### src/rtl/mem_stage.sv
// Memory-access stage: issues word-aligned loads/stores to a variable-latency
// data memory over a strobe/busy/done handshake and stalls the pipeline while
// the access is in flight. Illegal accesses and timeouts set a sticky err.
//
// state | meaning
// IDLE  | no access in flight; a new access may strobe combinationally
// REQ   | memory was busy; strobe re-driven from latched values
// WAIT  | strobe accepted; waiting for memDone, timeout counter running
module mem_stage #(
    parameter int TIMEOUT = 15,
    parameter int CNT_W   = 4
) (
    input  logic        clk,
    input  logic        rst,
    input  logic [15:0] ALUResult,
    input  logic [15:0] writeData,
    input  logic        memRead,
    input  logic        memWrite,
    input  logic        halt,
    output logic [15:0] memAddr,
    output logic [15:0] memWrData,
    output logic        memRd,
    output logic        memWr,
    input  logic        memBusy,
    input  logic        memDone,
    input  logic [15:0] memRdData,
    output logic [15:0] memData,
    output logic [15:0] ALUData,
    output logic        memStall,
    output logic        err
);

    typedef enum logic [1:0] {IDLE, REQ, WAIT} state_t;

    localparam logic [CNT_W-1:0] CNT_LAST = CNT_W'(TIMEOUT - 1);

    state_t           state;
    logic [CNT_W-1:0] cnt;
    logic             err_q;
    logic [15:0]      lat_addr;
    logic [15:0]      lat_data;
    logic             lat_rd;
    logic             lat_wr;

    logic access_req;
    logic bad_access;
    logic good_access;
    logic timed_out;

    // halt and the sticky error only gate new accesses taken from IDLE
    assign access_req  = (memRead | memWrite) & ~halt & ~err_q;
    assign bad_access  = access_req & (ALUResult[0] | (memRead & memWrite));
    assign good_access = access_req & ~bad_access;
    assign timed_out   = (cnt == CNT_LAST);

    assign ALUData = ALUResult;
    assign err     = err_q;

    // Strobes, stall and load data; IDLE strobes straight from the inputs
    // so a ready memory sees the request in the instruction's first cycle.
    always_comb begin
        memAddr   = lat_addr;
        memWrData = lat_data;
        memRd     = 1'b0;
        memWr     = 1'b0;
        memStall  = 1'b0;
        memData   = 16'h0000;
        unique case (state)
            IDLE: begin
                memAddr   = ALUResult;
                memWrData = writeData;
                memRd     = good_access & memRead;
                memWr     = good_access & memWrite;
                memStall  = good_access;
            end
            REQ: begin
                memRd    = lat_rd;
                memWr    = lat_wr;
                memStall = 1'b1;
            end
            WAIT: begin
                // memDone wins over a simultaneous timeout
                memStall = ~memDone & ~timed_out;
                if (memDone && lat_rd) begin
                    memData = memRdData;
                end
            end
            default: ;
        endcase
    end

    // State, timeout counter, sticky error and latched request
    always_ff @(posedge clk) begin
        if (rst) begin
            state    <= IDLE;
            cnt      <= '0;
            err_q    <= 1'b0;
            lat_addr <= 16'h0000;
            lat_data <= 16'h0000;
            lat_rd   <= 1'b0;
            lat_wr   <= 1'b0;
        end else begin
            unique case (state)
                IDLE: begin
                    if (good_access) begin
                        lat_addr <= ALUResult;
                        lat_data <= writeData;
                        lat_rd   <= memRead;
                        lat_wr   <= memWrite;
                        state    <= memBusy ? REQ : WAIT;
                    end else if (bad_access) begin
                        err_q <= 1'b1;
                    end
                end
                REQ: begin
                    if (!memBusy) begin
                        state <= WAIT;
                    end
                end
                WAIT: begin
                    if (memDone) begin
                        cnt   <= '0;
                        state <= IDLE;
                    end else if (timed_out) begin
                        cnt   <= '0;
                        err_q <= 1'b1;
                        state <= IDLE;
                    end else begin
                        cnt <= cnt + CNT_W'(1);
                    end
                end
                default: state <= IDLE;
            endcase
        end
    end

endmodule
### config.mk
export PLATFORM = sky130hd
export DESIGN_NAME = mem_stage
export DESIGN_NICKNAME = d
export VERILOG_FILES = /design/src/rtl/mem_stage.sv
export SDC_FILE = /design/constraint.sdc
export NUM_CORES = 1
export LEC_CHECK = 0
export CAP_MARGIN = 0
export CORE_MARGIN = 2
export CORE_UTILIZATION = 29
export CTS_CLUSTER_SIZE = 10
export DETAILED_ROUTE_END_ITERATION = 8
export PLACE_DENSITY = 0.6
export SKIP_LAST_GASP = 1
export SLEW_MARGIN = 20
export SYNTH_ARGS = -nofsm -noshare
export SYNTH_HDL_FRONTEND = slang
export SYNTH_SLANG_ARGS = --single-unit
### constraint.sdc
create_clock -name clk -period 1.63 [get_ports clk]
set_input_delay 0.326 -clock clk [delete_from_list [all_inputs] [get_ports clk]]
set_output_delay 0.326 -clock clk [all_outputs]
set_load 0.02 [all_outputs]
* After elaboration in Yosys (flattened, before gate mapping) *
Index checks and enable logic that the tools add are counted.

word-level totals
  output and inout port bits = 68
  bits of input ports = 55
  flip-flop bits (word level) = 41
  word-level logic and storage cells = 59

cells by class
  reductions and logical operators = 6
  add/subtract/negate cells = 1
  mux-type cells = 20
  bitwise operators = 15
  equal/unequal tests = 10

operator list
  kind                   number
  $mux W16               4
  $ne A2 B2 Y1 const B   6
  $mux W2                5
  $and A1 B1 Y1          8
  $mux W4                2
  $pmux W1 S2            3
  $pmux W2 S3            1
  $not A1 Y1             5
  $reduce_and A5 Y1      1
  $add A4 B1 Y4 const B  1
  $eq A4 B4 Y1 const B   1
  $mux W1                4
  $ne A3 B3 Y1 const B   1
  $pmux W1 S3            1
  $reduce_and A3 Y1      1
  $eq A2 B1 Y1 const B   1
  $eq A2 B2 Y1 const B   1
  $logic_not A2 Y1       1
  $or A1 B1 Y1           2
  $reduce_and A2 Y1      1
  $reduce_bool A2 Y1     1
  $logic_and A1 B1 Y1    1

* Longest topological paths before layout *
  depth in word-level cells = 8
  mapped depth = 6
  gate-level depth less buffers = 5

* Worst setup path after synthesis *
Ideal clock, no wire load.

  path type = flip-flop to output port
  start = register state[0]
  end = output memData[10]
  setup slack = -0.066 ns
  cell stages (with the launch flop) = 6
  required time = 1.304 ns
  arrival time = 1.370 ns
  path buffers = 2
  cells stage by stage = dfxtp_1 > buf_2 > and2b_1 > and3_1 > clkbuf_1 > and2_1

between the ends
  cells in the longest elaborated chain, start to end = 2

RTL lines
  what                      line  source
  start: declaration        37    state_t state;
  start signal: assignment  110   state <= memBusy ? REQ : WAIT;
  $eq A2 B2 Y1              68    unique case (state)
  $mux W16                  68
  end: declaration          27    output logic [15:0] memData,

Every way passes these cells.

* Worst setup path after layout *
  start = register state[0]
  end = output memAddr[3]

between the ends
  cells in the longest elaborated chain, start to end = 2

RTL lines
  what              line  source
  $logic_not A2 Y1  68
  $mux W16          68
  end: declaration  20    output logic [15:0] memAddr,

Every way passes these cells.

==> flow_metrics.env <==
export IMPL_slew_headroom_pct=79.2
export IMPL_wl_um=8640
export IMPL_first_pass_iters=4
export IMPL_clockBufferDepth=2
export IMPL_io_pin_count=123
export IMPL_numCtsBuffers=5
export IMPL_root_buffer="clkbuf_8"
export IMPL_sw_frac_of_total_pct=29.5
export IMPL_power_density_nw_per_um2=624
export IMPL_cp_slowest_cell="dfxtp_4"
export IMPL_netlist_instances=285
export IMPL_ys_warn_count=0
export IMPL_final_cell_area_um2=4600
export IMPL_synth_ff_type="dfxtp_1"
export IMPL_grt_pass1_vias=2817
export IMPL_critPathMaxFanout=8
export IMPL_hold_viol_final=0
export IMPL_synth_edf_count=0
export IMPL_final_antenna_net_count=0
export IMPL_tns_ns=-9.37
export IMPL_die_y_um=97.9
export IMPL_clkPwrFrac_pct=30.0
export IMPL_finalNetCount=501
export IMPL_antenna_cells=0
export IMPL_track_usage_pct=17.8
export IMPL_synth_top_cells_by_count="dfxtp_1, a21oi_1, mux2_2, nand4_1, o31ai_1"
export IMPL_cts_sinks=41
export IMPL_fp_row_count=34
export IMPL_p_switching_uw=845
export IMPL_cp_top_family="buffers and inverters"
export IMPL_synthTopCellsByArea="dfxtp_1, mux2_2, o31ai_1, nand4_1, a21oi_1"
export IMPL_synth_cell_types=43
export IMPL_start_kind="flip-flop"
export IMPL_failed_checks="setup timing"
export IMPL_drtIter0Drc=99
export IMPL_power_leakage_uw=0.00190
export IMPL_skew_ns=0.00329
export IMPL_drive_above_1_share_pct=49.9
export IMPL_clk_pin_slew_ns=0.08
export IMPL_synth_nets=342
export IMPL_dp_hpwl_um=5810
export IMPL_rsz0062_at_grt="yes"
export IMPL_fin_crit_ns=1.88
export IMPL_cp_common_cell="buf_6"
export IMPL_min_period_over_period_pct=115
export IMPL_path_cells="nor2_4 > buf_6 > buf_12 > mux2_4 > buf_6"
export IMPL_cts_tree="done"
export IMPL_htreeDepth=2
export IMPL_synth_most_common_cell="dfxtp_1"
export IMPL_r2r_slack_ns=0.05
export IMPL_internal_power_uw=2020
export IMPL_avgRoutedWirePerCell_um=15.6
export IMPL_placed_cell_area_um2=4160
export IMPL_postCtsHoldBufs=0
export IMPL_ys_async_sr_fraction_pct=0
export IMPL_synth_avg_cell_area_um2=8.97
export IMPL_fmax_ghz=0.532
export IMPL_hold_class="flip-flop to flip-flop"
export IMPL_synthToLayoutAreaGrowth_pct=79.8
export IMPL_finalSetupViolations=51
export IMPL_core_area_um2=8640
export IMPL_dieWidth_um=97.9
export IMPL_seq_power_share_pct=36.9
export IMPL_crit_arrival_ns=1.55
export IMPL_synth_seq_cells=41
export IMPL_drc=0
export IMPL_fillCellCount=827
export IMPL_portBuffers=122
export IMPL_insertion_delay_ns=0.30
export IMPL_ys_seq_area_share_pct=32.1
export IMPL_dieArea_um2=9590
export IMPL_status="finished with violations"
export IMPL_crit_path_end_kind="output pin"
export IMPL_path_buf_inv=3
export IMPL_grt_max_degree=28
export IMPL_tightest_slew_ns=0.313
export IMPL_yosysTopAreaCell="dfxtp_1"
export IMPL_synth_top_cell_area_share_pct=32.1
export IMPL_combPwrFrac_pct=33.1
export IMPL_fin_ws_ns=-0.249
export IMPL_gp_congestion=0.817
export IMPL_max_stage_delay_ns=0.36
export IMPL_vias=2826
export IMPL_peakVddDrop_v=0.000329
export IMPL_netlist_area_um2=2560
export IMPL_viasPerCell=5.11
export IMPL_start_util_pct=29.6
export IMPL_cp_required_ns=1.30
export IMPL_grt_ovfl_total=0
export IMPL_slew_violations=0
export IMPL_grt_pass1_wl_um=14200
export IMPL_crit_type="flip-flop to output pin"
export IMPL_max_cap_viol_count=0
export IMPL_antenna_found_initial=0
area by class of cell:
cell class	count	area [um2]	area share (%)
clock inverter	1	30.0	0.653
sequential	41	831	18.1
multi-input combinational	196	1690	36.8
tap	108	135	2.94
timing repair buffer	199	1820	39.6
clock buffer	7	86.3	1.88
inverter	1	3.75	0.0816
state kept, by name, indices dropped and copies added (netlist names):
name / flops
cnt: 4
err: 1
lat_addr: 16
lat_data: 16
lat_rd: 1
lat_wr: 1
state: 2
logic make-up after synthesis:
group                    count (synthesis)  share of synthesized area (%)
AO/OA/AOI/OAI                           77                           19.8
multiplexers                            34                           14.9
adder cells (fa/ha/maj)                  2                          0.978
buffers and inverters                   48                           11.2
flip-flops                              41                           32.1
XOR/XNOR                                 2                          0.979
AND/OR/NAND/NOR                         81                           20.1
worst paths after layout:
kind                            start                   endpoint  cells past startpoint
min          lat_addr[7]$_SDFFE_PP0P_   lat_addr[7]$_SDFFE_PP0P_                      2
min reg2reg  lat_addr[7]$_SDFFE_PP0P_   lat_addr[7]$_SDFFE_PP0P_                      2
max             state[0]$_SDFFE_PP0P_                 memAddr[3]                      5
max reg2reg          err$_SDFFE_PP0P_  lat_addr[11]$_SDFFE_PP0P_                      5
cell usage in the layout (no fill, tap or decap), types with 2 or more instances in the layout:
cell	count
a21oi_1	34
a21oi_2	3
and2_4	16
buf_2	17
buf_4	66
buf_6	42
clkbuf_8	6
clkdlybuf4s15_1	2
clkdlybuf4s50_1	49
dfxtp_1	37
dfxtp_2	2
dfxtp_4	2
dlygate4sd2_1	19
mux2_2	19
mux2_4	13
mux2i_1	2
nand2_1	6
nand2b_1	2
nand3_1	3
nand4_1	31
nand4b_1	2
nor2b_1	2
nor3b_1	2
o21ai_0	2
o31ai_1	19
o31ai_2	12
or3b_2	2
layer usage:
layer | vias up | track usage [%] | wire length (um)
met3 | 7 | 3.22 | 428
li1 | 1374 | - | -
met4 | 0 | 4.17 | 85
met1 | 1358 | 22.5 | 3750
met2 | 87 | 31.4 | 4370
met5 | - | 0 | 0
power groups by stage:
stage	combinational, uW	sequential (uW)	clock [uW]
finish	950	1060	859
global route	1010	1060	917
CTS	932	1060	880
detailed placement	897	1080	0
global placement	888	1080	0
floorplan	444	1080	0
through the flow:
step / instances / setup WS [ns] / hold WS [ns] / utilization, % / total power, uW
6_report: 553 / -0.249 / 0.470 / 53.2 / 2870
5_1_grt: 553 / -0.300 / 0.494 / 53.2 / 2990
4_1_cts: 553 / -0.244 / 0.472 / 52.3 / 2870
3_5_place_dp: 529 / -0.820 / 0.460 / 48.1 / 1980
3_3_place_gp: 529 / -0.807 / 0.453 / 48.1 / 1970
2_1_floorplan: 285 / -0.0214 / 0.446 / - / 1520
worst min-delay path, stage by stage (launching register included):
cell     delay, ns
dfxtp_1       0.32
o31ai_2       0.05
a21oi_1       0.05
repair_timing:
| item | CTS | global route |
|---|---|---|
| endpoints found under the hold margin | 0 | 0 |
| gates resized for setup | 337 | 32 |
| endpoints found under the setup margin | 99 | 77 |
| buffers inserted | 12 | 4 |
| cloned | 4 | 0 |
| pin swaps | 26 | 8 |
Power figures use the tool's default switching activity.
